--- src/rtl/multicycle_ctrl.sv ---
// Multicycle RISC-V main control FSM (Moore); MULTICYCLE_CTRL_JALR_EN adds the JALR path.
// Latency: 3-5 cycles per instruction, plus one cycle per FETCH/MEMREAD/MEMWRITE wait on mem_ready_i.
// Backpressure: stalls in memory states until mem_ready_i; ready in any other state is ignored.
module multicycle_ctrl (
  input  logic       clk_i,
  input  logic       rst_ni,
  input  logic [6:0] op_i,
  input  logic       mem_ready_i,
  output logic       mem_req_o,
  output logic       adr_src_o,
  output logic       ir_write_o,
  output logic       pc_update_o,
  output logic       branch_o,
  output logic       mem_write_o,
  output logic       reg_write_o,
  output logic [1:0] alu_src_a_o,
  output logic [1:0] alu_src_b_o,
  output logic [1:0] result_src_o,
  output logic [1:0] alu_op_o,
  output logic       illegal_o
);

  localparam logic [6:0] OP_LW   = 7'b0000011;
  localparam logic [6:0] OP_SW   = 7'b0100011;
  localparam logic [6:0] OP_R    = 7'b0110011;
  localparam logic [6:0] OP_I    = 7'b0010011;
  localparam logic [6:0] OP_BEQ  = 7'b1100011;
  localparam logic [6:0] OP_JAL  = 7'b1101111;
`ifdef MULTICYCLE_CTRL_JALR_EN
  localparam logic [6:0] OP_JALR = 7'b1100111;
`endif

  typedef enum logic [3:0] {
    FETCH    = 4'd0,
    DECODE   = 4'd1,
    MEMADR   = 4'd2,
    MEMREAD  = 4'd3,
    MEMWB    = 4'd4,
    MEMWRITE = 4'd5,
    EXECR    = 4'd6,
    EXECI    = 4'd7,
    ALUWB    = 4'd8,
    BEQ      = 4'd9,
    JAL      = 4'd10
`ifdef MULTICYCLE_CTRL_JALR_EN
    ,
    JALR1    = 4'd11,
    JALR2    = 4'd12
`endif
  } state_t;

  state_t state_q;
  state_t state_d;
  state_t decode_tgt;
  logic   op_legal;

  always_comb begin
    op_legal   = 1'b1;
    decode_tgt = FETCH;
    case (op_i)
      OP_LW, OP_SW: decode_tgt = MEMADR;
      OP_R:         decode_tgt = EXECR;
      OP_I:         decode_tgt = EXECI;
      OP_BEQ:       decode_tgt = BEQ;
      OP_JAL:       decode_tgt = JAL;
`ifdef MULTICYCLE_CTRL_JALR_EN
      OP_JALR:      decode_tgt = JALR1;
`endif
      default:      op_legal   = 1'b0;
    endcase
  end

  always_comb begin
    state_d = FETCH;
    case (state_q)
      FETCH:    state_d = mem_ready_i ? DECODE : FETCH;
      DECODE:   state_d = decode_tgt;
      MEMADR:   state_d = (op_i == OP_LW) ? MEMREAD : MEMWRITE;
      MEMREAD:  state_d = mem_ready_i ? MEMWB : MEMREAD;
      MEMWB:    state_d = FETCH;
      MEMWRITE: state_d = mem_ready_i ? FETCH : MEMWRITE;
      EXECR:    state_d = ALUWB;
      EXECI:    state_d = ALUWB;
      ALUWB:    state_d = FETCH;
      BEQ:      state_d = FETCH;
      JAL:      state_d = ALUWB;
`ifdef MULTICYCLE_CTRL_JALR_EN
      JALR1:    state_d = JALR2;
      JALR2:    state_d = ALUWB;
`endif
      default:  state_d = FETCH;
    endcase
  end

  always_ff @(posedge clk_i or negedge rst_ni) begin
    if (!rst_ni) state_q <= FETCH;
    else         state_q <= state_d;
  end

  // Reset gates every enable combinationally so nothing fires while rst_ni is low,
  // even though the state register already sits in FETCH.
  always_comb begin
    mem_req_o    = 1'b0;
    adr_src_o    = 1'b0;
    ir_write_o   = 1'b0;
    pc_update_o  = 1'b0;
    branch_o     = 1'b0;
    mem_write_o  = 1'b0;
    reg_write_o  = 1'b0;
    alu_src_a_o  = 2'b00;
    alu_src_b_o  = 2'b00;
    result_src_o = 2'b00;
    alu_op_o     = 2'b00;
    illegal_o    = 1'b0;
    if (!rst_ni) begin
      alu_src_b_o  = 2'b10;
      result_src_o = 2'b10;
    end else begin
      case (state_q)
        FETCH: begin
          mem_req_o    = 1'b1;
          alu_src_b_o  = 2'b10;
          result_src_o = 2'b10;
          ir_write_o   = mem_ready_i;
          pc_update_o  = mem_ready_i;
        end
        DECODE: begin
          alu_src_a_o = 2'b01;
          alu_src_b_o = 2'b01;
          illegal_o   = ~op_legal;
        end
        MEMADR: begin
          alu_src_a_o = 2'b10;
          alu_src_b_o = 2'b01;
        end
        MEMREAD: begin
          mem_req_o = 1'b1;
          adr_src_o = 1'b1;
        end
        MEMWB: begin
          result_src_o = 2'b01;
          reg_write_o  = 1'b1;
        end
        MEMWRITE: begin
          mem_req_o   = 1'b1;
          adr_src_o   = 1'b1;
          mem_write_o = mem_ready_i;
        end
        EXECR: begin
          alu_src_a_o = 2'b10;
          alu_op_o    = 2'b10;
        end
        EXECI: begin
          alu_src_a_o = 2'b10;
          alu_src_b_o = 2'b01;
          alu_op_o    = 2'b10;
        end
        ALUWB: reg_write_o = 1'b1;
        BEQ: begin
          alu_src_a_o = 2'b10;
          alu_op_o    = 2'b01;
          branch_o    = 1'b1;
        end
        JAL: begin
          alu_src_a_o = 2'b01;
          alu_src_b_o = 2'b10;
          pc_update_o = 1'b1;
        end
`ifdef MULTICYCLE_CTRL_JALR_EN
        JALR1: begin
          alu_src_a_o = 2'b10;
          alu_src_b_o = 2'b01;
        end
        JALR2: begin
          alu_src_a_o = 2'b01;
          alu_src_b_o = 2'b10;
          pc_update_o = 1'b1;
        end
`endif
        default: ;
      endcase
    end
  end

endmodule

--- config.mk ---
export PLATFORM = sky130hd
export DESIGN_NAME = multicycle_ctrl
export DESIGN_NICKNAME = d
export VERILOG_FILES = /design/src/rtl/multicycle_ctrl.sv
export SDC_FILE = /design/constraint.sdc
export NUM_CORES = 1
export LEC_CHECK = 0
export CAP_MARGIN = 20
export CORE_MARGIN = 2
export CORE_UTILIZATION = 25
export CTS_BUF_LIST = sky130_fd_sc_hd__clkbuf_8
export DETAILED_ROUTE_END_ITERATION = 10
export GPL_ROUTABILITY_DRIVEN = 0
export PLACE_DENSITY = 0.49
export SYNTH_ARGS = -nofsm -noshare
export SYNTH_HDL_FRONTEND = slang
export SYNTH_SLANG_ARGS = --single-unit
--- constraint.sdc ---
create_clock -name clk_i -period 1.6 [get_ports clk_i]
set_input_delay 0.48 -clock clk_i [delete_from_list [all_inputs] [get_ports clk_i]]
set_output_delay 0.48 -clock clk_i [all_outputs]
set_load 0.02 [all_outputs]
Word-level counts from Yosys, hierarchy flattened
Index checks and enable logic that the tools add are counted.

storage, ports and cells
  flip-flop bits (word level) = 4
  input port bits = 10
  output and inout bits = 16
  word-level logic and storage cells = 61

operators by class
  equal/unequal tests = 16
  mux-type cells = 31
  bitwise operators = 1
  reductions and logical operators = 12

operators by type and width
  kind                                                                    number
  4-bit case mux with 6 select lines                                      1
  4-bit case mux with 5 select lines                                      1
  1-bit 2-to-1 mux                                                        17
  4-bit by 3-bit equality test with 1-bit output (second input constant)  4
  2-bit case mux with 2 select lines                                      4
  7-bit by 6-bit equality test with 1-bit output (second input constant)  2
  7-bit equality test (second input constant)                             2
  4-bit equality test (second input constant)                             3
  2-bit OR reduction                                                      6
  3-bit 2-to-1 mux                                                        3
  3-bit OR reduction                                                      3
  4-bit by 2-bit equality test with 1-bit output (second input constant)  2
  2-bit 2-to-1 mux                                                        4
  7-bit by 2-bit equality test with 1-bit output (second input constant)  1
  7-bit by 5-bit equality test with 1-bit output (second input constant)  1
  6-bit OR reduction                                                      1
  4-bit by 1-bit equality test with 1-bit output (second input constant)  1
  4-bit logical NOT                                                       1
  4-bit OR reduction                                                      1
  1-bit case mux with 2 select lines                                      1
  1-bit inverter                                                          1

Longest topological paths before layout
Gate-level depths: netlist of the first run.

  depth in word-level cells = 6
  mapped depth = 5

Least setup slack after synthesis of the first run
Ideal clock, no wire load.

  kind = input -> output
  start point = in op_i[1]
  end point = out illegal_o
  arrival time = 1.513 ns
  data required time = 1.120 ns
  slack = -0.393 ns
  stages on the path = 3
  path buffers = 0
  cell sequence = nand2_1 and2b_1 nor4b_1

between the ends
  word-level cells in the longest chain between the ends = 6
  elaborated cells on any way between the ends = 11

ends and longest elaborated chain
  what                                                                          line  source
  from (decl)                                                                   7     input logic [6:0] op_i,
  7-bit by 2-bit equality test with 1-bit output, or another cell as far along  60    case (op_i)
  6-bit OR reduction (no line) (*)                                              -
  1-bit 2-to-1 mux (*)                                                          60
  1-bit inverter (*)                                                            130   illegal_o = ~op_legal;
  1-bit 2-to-1 mux (*)                                                          119   case (state_q)
  1-bit 2-to-1 mux (*)                                                          115   if (!rst_ni) begin
  to (decl)                                                                     20    output logic illegal_o

Every way passes the cells marked *; elsewhere a longest branch is shown, timed or not.

Worst setup path in the final report of the first run
  start point = reg state_q[1]
  end point = out alu_src_a_o[1]

between the ends
  word-level cells in the longest chain between the ends = 4
  elaborated cells on any way between the ends = 10

ends and longest elaborated chain
  what                                                                       line  source
  from (decl)                                                                52    state_t state_q;
  from (signal assigned)                                                     97    else state_q <= state_d;
  4-bit equality test, or another cell as far along                          119
  4-bit OR reduction (no line) / 2-bit OR reduction (equally long branches)  -
  2-bit case mux with 2 select lines (*)                                     119
  2-bit 2-to-1 mux (*)                                                       115
  to (decl)                                                                  16    output logic [1:0] alu_src_a_o,

Marks and branches as above.

==> results of run 1 <==
[kinds of logic (layout without fill, tap and decap cells)]
kind of cell	Yosys count	in the layout	synth area share
XOR/XNOR	1	1	0.01532
multiplexers	1	1	0.01751
flip-flops	4	4	0.1751
buffers and inverters	7	70	0.08316
AND/OR/NAND/NOR	53	53	0.5077
AO/OA/AOI/OAI	17	17	0.2013
[cell type report]
type	instances	area, sq um	area share
Clock buffer	3	41.29	0.02970
Inverter	2	7.507	0.005401
Multi-Input combinational cell	72	631.9	0.4545
Sequential cell	4	103.9	0.07471
Tap cell	28	35.03	0.02520
Timing Repair Buffer	65	570.5	0.4104
[what timing repair did]
item / in CTS / in global routing
setup buffers: 10 / 1
pin swaps: 11 / 6
setup endpoints to repair: 18 / 16
cloned: 1 / 1
gates resized for setup: 149 / 20
[power by group through the flow]
| stage | Combinational [mW] | Sequential [mW] | Clock, mW |
|---|---|---|---|
| after floorplan | 0.120 | 0.111 | 0 |
| after global placement | 0.246 | 0.112 | 0 |
| after detailed placement | 0.247 | 0.112 | 0 |
| after CTS | 0.274 | 0.112 | 0.218 |
| after global routing | 0.311 | 0.114 | 0.232 |
| final | 0.289 | 0.113 | 0.214 |
[placed cells by master, fill, tap and decap left out, types with 2 or more instances in the layout]
cell type / count
sky130_fd_sc_hd__clkbuf_2: 2
sky130_fd_sc_hd__dfrtp_2: 3
sky130_fd_sc_hd__nor3_2: 2
sky130_fd_sc_hd__a21oi_1: 3
sky130_fd_sc_hd__nand2b_1: 3
sky130_fd_sc_hd__nor2_1: 5
sky130_fd_sc_hd__nor2_4: 4
sky130_fd_sc_hd__nand2_1: 6
sky130_fd_sc_hd__o21ai_1: 3
sky130_fd_sc_hd__nor2b_4: 3
sky130_fd_sc_hd__nand3_1: 3
sky130_fd_sc_hd__nor3b_2: 2
sky130_fd_sc_hd__clkbuf_8: 3
sky130_fd_sc_hd__nor2_2: 3
sky130_fd_sc_hd__nand2b_4: 2
sky130_fd_sc_hd__buf_8: 2
sky130_fd_sc_hd__nor4b_4: 2
sky130_fd_sc_hd__nand2_2: 3
sky130_fd_sc_hd__buf_4: 37
sky130_fd_sc_hd__o21ai_0: 2
sky130_fd_sc_hd__buf_2: 6
sky130_fd_sc_hd__buf_6: 15
sky130_fd_sc_hd__nand3b_1: 2
sky130_fd_sc_hd__nor2b_1: 2
[routing by layer]
metal / vias to the layer above / wire length, um
met5: - / 0
met4: 0 / 0
met3: 0 / 103
met2: 29 / 1233
met1: 387 / 828
li1: 426 / -
[worst paths after layout]
check | depth (start not counted) | end | slack [ns]
worst max-delay path | 5 | alu_src_a_o[1] | -0.24
worst min-delay path | 2 | state_q[0] | 0.22
worst max register to register | 6 | state_q[1] | 0.27
worst min register to register | 2 | state_q[3] | 0.77
max in group asynchronous | 2 | state_q[2] | 1.25
min in group clk_i | 3 | state_q[1] | 0.60
==> key figures, run 1 <==
Global route
  – Most used routing layer in global routing: met2
  – Initial antenna violation count: 0
  – Met2 usage in global routing: 0.3354
  – Largest net degree at the start of global routing: 17
  – All-Layer GR Usage: 0.1678
  – Wire length of the first global-routing pass: 3.394 mm
  – Total grt overflow: 0
  – Global-route track usage on met3: 0.02874
  – Met1 Track Usage GR: 0.1876
  – Number of global-route vias before repair: 815

Finish
  – Fill cell count: 193
  – Largest registers: state_q: 4 flops
  – Register with the most flip-flops: state_q
  – Area growth syn-to-layout: 143.1%
  – Final standard cell count with taps included and fillers excluded: 174
  – Layout cell share with drive strength beyond 1: 0.6918
  – Max FFs per register: 4
  – Cell area after layout: 1390 sq um
  – Antenna diode count: 0
  – Layout Utilization: 0.6345
  – Number of nets at the end of the flow: 158

Detailed routing
  – Total via count after detailed routing: 842
  – Via count normalized by instance count: 4.839
  – DRC Markers: 0
  – Routed Wire Length: 2.165 mm
  – 1st-pass router iterations: 4
  – Number of nets with antenna violations after detailed routing: 0
  – Detailed-route wire length per cell: 12.44 um
  – Initial DRC Count: 7

Power
  – P per Cell Area: 442.6 nW/um^2
  – Net switching power: 0.1960 mW
  – Peak VDD IR: 0.6449 mV
  – Portion of total power attributed to the clock network: 0.347
  – Switching share of power: 0.3186
  – Sequential power share: 0.183
  – Leakage power of the design: 0.6468 nW
  – Overall power: 0.6152 mW
  – Internal Power: 0.4192 mW
  – Combinational fraction of design power: 0.470

Synth
  – Post-synthesis average cell area: 6.889 sq um
  – Seq/Total Area, Yosys: 0.1751
  – Post-synthesis cell type with the largest combined area: sky130_fd_sc_hd__dfrtp_1
  – Yosys warning total: 0
  – Share of the synthesized area in the top cell type: 0.1751
  – Most repeated cell in the gate-level netlist after synthesis: sky130_fd_sc_hd__nor2_1
  – Total nets after synthesis: 93
  – Top FF cell, synth: sky130_fd_sc_hd__dfrtp_1
  – Synth Register Bits: 4
  – Post-synth design cell area: 571.8 sq um
  – Async set-reset flop share out of synthesis: 1.000
  – Post-Syn Instances: 83
  – Top area cells in the synthesized netlist: sky130_fd_sc_hd__dfrtp_1 18%, sky130_fd_sc_hd__nor2_1 7.2%, sky130_fd_sc_hd__nand2_1 6.6%
  – Synth unique cells: 34
  – Most common library cells after synthesis: 11 x sky130_fd_sc_hd__nor2_1, 10 x sky130_fd_sc_hd__nand2_1, 5 x sky130_fd_sc_hd__nand2b_1, 5 x sky130_fd_sc_hd__nor2b_1
  – Count of flip-flops with a built-in enable after synthesis: 0

Worst setup path
  – Critical Setup Path Class: reg -> out
  – Data required time at the worst endpoint: 1.12 ns
  – Max stage delay cell, worst path: sky130_fd_sc_hd__dfrtp_2
  – Worst Setup End Kind: output pin
  – Family with the most delay on the worst path: flip-flops
  – Ordered list of cells on the worst path: buf_6 -> buf_6 -> nor3b_2 -> o21a_2 -> buf_6
  – Worst stage delay on the critical path: 0.43 ns
  – Crit-path most repeated cell: sky130_fd_sc_hd__buf_6
  – CP max FO: 5
  – Worst endpoint data arrival time: 1.36 ns
  – Buffers and inverters on the worst path: 3
  – Startpoint class of the critical path: register
  – Startpoint of the worst setup timing path: state_q[1]
  – R2r startpoint: state_q[2]

Timing
  – Sum of negative setup slack: -2.810 ns
  – Post-route fraction of the period consumed by the critical path: 1.153
  – Worst-Margin Slew: 0.2166 ns
  – Minimum setup slack in the final design: -0.2449 ns
  – Max-slew headroom: 0.8533
  – Final Hold Vio Count: 0
  – Number of endpoints failing setup at the final stage: 16
  – Final max-slew violation count: 0
  – Tmin final: 1.845 ns
  – Maximum clock skew at final layout: 0.001299 ns
  – Maximum frequency from static timing analysis: 542.0 MHz
  – Worst hold margin: 0.2226 ns
  – Setup repair after global routing missed its margin: true

Placed design
  – Number of placed instances, taps included: 159
  – Standard cell area after detailed placement: 1099 sq um
  – Port Buffers: 25
  – HPWL reported at the end of detailed placement: 1.493 mm
  – Worst slack at placement: -1.134 ns

Floorplan
  – Num rows: 17
  – Starting Density: 0.2610
  – DIE WIDTH: 51.83 um
  – Vert. Die Dim: 51.83 um
  – Core area: 2191 sq um
  – Area enclosed by the die boundary: 2686 sq um
  – # IOs: 26

Clocking
  – Inserted Clock Buffers: 3
  – Worst-Skew Late Latency: 0.22 ns
  – Longest Clk Path Bufs: 2
  – CTS tree: built
  – Count of clock tree sinks: 4
  – Root buffer cell: sky130_fd_sc_hd__clkbuf_8
  – CTS Hold Bufs: 0
  – CTS H-tree depth: 1
  – Worst-path clk slew: 0.03 ns

Outcome
  – Status: finished with violations
  – Failing checks: setup timing

Hold path
  – Worst min-delay path category: in -> async

Flow run
  – Max-capacitance violation count: 0
Note: power is estimated with default switching activity, not from simulation.
==> run 2, diff against run 1 <==
SKIP_CTS_REPAIR_TIMING = 1   (was not set)
==> run 2 against run 1 <==
The run still ends with setup timing left. Combinational power is 7.3% higher. Critical path depth stayed put. Setup slack worse by 0.011 ns. Final area is 3.2% higher. Sequential share of layout area is 0.23 points lower. Critical path type unchanged. Largest power group unchanged.
==> key figures, run 2 (synthesis gave the netlist of run 1 again) <==
Outcome
  – Status: finished with violations (unchanged)
  – Failing checks: setup timing (unchanged)

Worst setup path
  – R2r startpoint: state_q[3] (was state_q[2])
  – FF-to-FF path depth: 6 (unchanged)
  – Worst endpoint data arrival time: 1.38 ns (was 1.36 ns)
  – Critical Setup Path Class: reg -> out (unchanged)
  – Startpoint of the worst setup timing path: state_q[1] (unchanged)
  – Startpoint class of the critical path: register (unchanged)
  – Worst Setup End Kind: output pin (unchanged)
  – CP max FO: 5 (unchanged)
  – Data required time at the worst endpoint: 1.12 ns (about the same)
  – Reg-to-reg critical path endpoint: state_q[1] (unchanged)
  – Worst setup path endpoint: alu_src_b_o[0] (was alu_src_a_o[1])
  – Register-to-register setup slack: 0.25 ns (was 0.27 ns)

Global route
  – Initial antenna violation count: 0 (unchanged)
  – Wire length of the first global-routing pass: 3.063 mm (was 3.394 mm)
  – Number of global-route vias before repair: 748 (was 815)
  – Total grt overflow: 0 (unchanged)
  – All-Layer GR Usage: 0.1499 (was 0.1678)
  – Largest net degree at the start of global routing: 17 (unchanged)

Clocking
  – Worst-Skew Late Latency: 0.22 ns (about the same)
  – Worst-path clk slew: 0.03 ns (about the same)
  – Longest Clk Path Bufs: 2 (unchanged)
  – CTS H-tree depth: 1 (unchanged)
  – Root buffer cell: sky130_fd_sc_hd__clkbuf_8 (unchanged)
  – CTS tree: built (unchanged)
  – Inserted Clock Buffers: 3 (unchanged)
  – Count of clock tree sinks: 4 (unchanged)

Finish
  – Antenna diode count: 0 (unchanged)
  – Area of the multi-input gates: 668.1 sq um (was 631.9 sq um)
  – Most frequent cells in the layout: 33 x sky130_fd_sc_hd__buf_4, 19 x sky130_fd_sc_hd__buf_6, 6 x sky130_fd_sc_hd__nand2_1 (was 37 x sky130_fd_sc_hd__buf_4, 15 x sky130_fd_sc_hd__buf_6, 6 x sky130_fd_sc_hd__nand2_1, 6 x sky130_fd_sc_hd__buf_2, 5 x sky130_fd_sc_hd__nor2_1)
  – Largest registers: state_q: 4 flops (unchanged)
  – Layout Utilization: 0.6551 (was 0.6345)
  – Number of nets at the end of the flow: 156 (was 158)
  – Layout cell share with drive strength beyond 1: 0.6944 (was 0.6918)
  – Max FFs per register: 4 (unchanged)
  – Most common library cell in the layout ignoring fill and taps: sky130_fd_sc_hd__buf_4 (unchanged)
  – Register with the most flip-flops: state_q (unchanged)
  – Sequential cell area: 103.9 sq um (unchanged)
  – Area growth syn-to-layout: 151.0% (was 143.1%)
  – Fill cell count: 189 (was 193)

Floorplan
  – # IOs: 26 (unchanged)
  – DIE WIDTH: 51.83 um (unchanged)
  – Vert. Die Dim: 51.83 um (unchanged)
  – Num rows: 17 (unchanged)
  – Area enclosed by the die boundary: 2686 sq um (unchanged)
  – Core area: 2191 sq um (unchanged)
  – Starting Density: 0.2610 (unchanged)

Detailed routing
  – Detailed-route wire length per cell: 13.02 um (was 12.44 um)
  – Initial DRC Count: 14 (was 7)
  – Total via count after detailed routing: 842 (unchanged)
  – Routed Wire Length: 2.240 mm (was 2.165 mm)
  – Met3 wire len: 110 um (was 103 um)
  – Top layer reached by signal wires: met3 (unchanged)
  – 1st-pass router iterations: 4 (unchanged)
  – DRC Markers: 0 (unchanged)
  – Met2 layer wire length in the routed design: 1.328 mm (was 1.233 mm)
  – Via count normalized by instance count: 4.895 (was 4.839)
  – Met1 routed wirelength after detailed routing: 800 um (was 828 um)
  – Number of nets with antenna violations after detailed routing: 0 (unchanged)

Hold path
  – Worst min-delay path category: in -> async (unchanged)

Power
  – P per Cell Area: 445.3 nW/um^2 (was 442.6 nW/um^2)
  – Peak VDD IR: 0.6531 mV (was 0.6449 mV)
  – Leakage power of the design: 0.6894 nW (was 0.6468 nW)

Timing
  – Maximum clock skew at final layout: 0.0008331 ns (was 0.001299 ns)
  – Max-slew headroom: 0.8532 (was 0.8533)
  – Final max-slew violation count: 0 (unchanged)
  – Worst-Margin Slew: 0.2168 ns (was 0.2166 ns)
  – Maximum frequency from static timing analysis: 538.8 MHz (was 542.0 MHz)
  – Minimum setup slack in the final design: -0.2561 ns (was -0.2449 ns)
  – Final Hold Vio Count: 0 (unchanged)
  – Post-route fraction of the period consumed by the critical path: 1.160 (was 1.153)
  – Setup repair after global routing missed its margin: true (unchanged)
  – Number of endpoints failing setup at the final stage: 16 (unchanged)
  – Tmin final: 1.856 ns (was 1.845 ns)

Placed design
  – Port Buffers: 25 (unchanged)
  – Worst slack at placement: -1.134 ns (unchanged)
  – HPWL reported at the end of detailed placement: 1.493 mm (unchanged)

Flow run
  – Max-capacitance violation count: 0 (unchanged)
==> run 2: cell types whose count changed in the layout (fill, tap and decap cells not counted), moves of 2 or more <==
cell,change
sky130_fd_sc_hd__dlymetal6s2s_1,+5
sky130_fd_sc_hd__buf_2,-4
sky130_fd_sc_hd__buf_4,-4
sky130_fd_sc_hd__buf_6,+4
sky130_fd_sc_hd__nor2_1,-2
sky130_fd_sc_hd__nor3_4,+2
==> run 2: cell type report <==
class                   instances  share of cell area
well taps                      28             0.02441
multi-input cells              72              0.4656
repair buffers                 63              0.4037
inverters                       2            0.005231
clock buffers                   3             0.02877
flip-flops and latches          4             0.07236
==> run 2: worst min path at each step <==
stage          slack (ns)    endpoint
5_1_grt              0.33  state_q[3]
3_3_place_gp         0.74  state_q[0]
4_1_cts              0.70  state_q[0]
2_1_floorplan        0.18  state_q[0]
3_5_place_dp         0.70  state_q[0]
6_report             0.31  state_q[2]
==> run 2: critical path: stages, from the launching register on <==
cell,delay [ns]
sky130_fd_sc_hd__dfrtp_2,0.45
sky130_fd_sc_hd__buf_8,0.17
sky130_fd_sc_hd__xor2_4,0.16
sky130_fd_sc_hd__nor2_1,0.07
sky130_fd_sc_hd__o21a_1,0.19
sky130_fd_sc_hd__buf_6,0.13
==> run 2: through the flow <==
step           setup TNS [ns]  power, mW  instance area, sq um  cells  hold WS (ns)
5_1_grt                -3.577     0.6800                  1435    172        0.3336
3_5_place_dp           -15.39     0.3589                  1099    159        0.7042
3_3_place_gp           -15.54     0.3575                  1099    159        0.7354
4_1_cts                -14.77     0.5767                  1140    162        0.6954
2_1_floorplan         -0.1685     0.2310                 630.6     83        0.1844
6_report               -2.752     0.6390                  1435    172        0.3109
==> run 2: power by group <==
part           switching (mW)  internal, mW
combinational           0.149         0.161
clock                  0.0547         0.161
sequential            0.00678         0.107
==> run 2: metal layers <==
layer,GRT usage,up-vias
met2,0.3080,27
met4,0.01316,0
li1,-,420
met1,0.1599,395
met5,0,-
met3,0.02586,0
==> run 3, diff against run 2 <==
HOLD_SLACK_MARGIN = 0.12   (was not set)
SKIP_CTS_REPAIR_TIMING = not set   (was 1)
==> results of run 3 <==
Same layout as run 1: the final DEF is identical, and so are final timing and power.
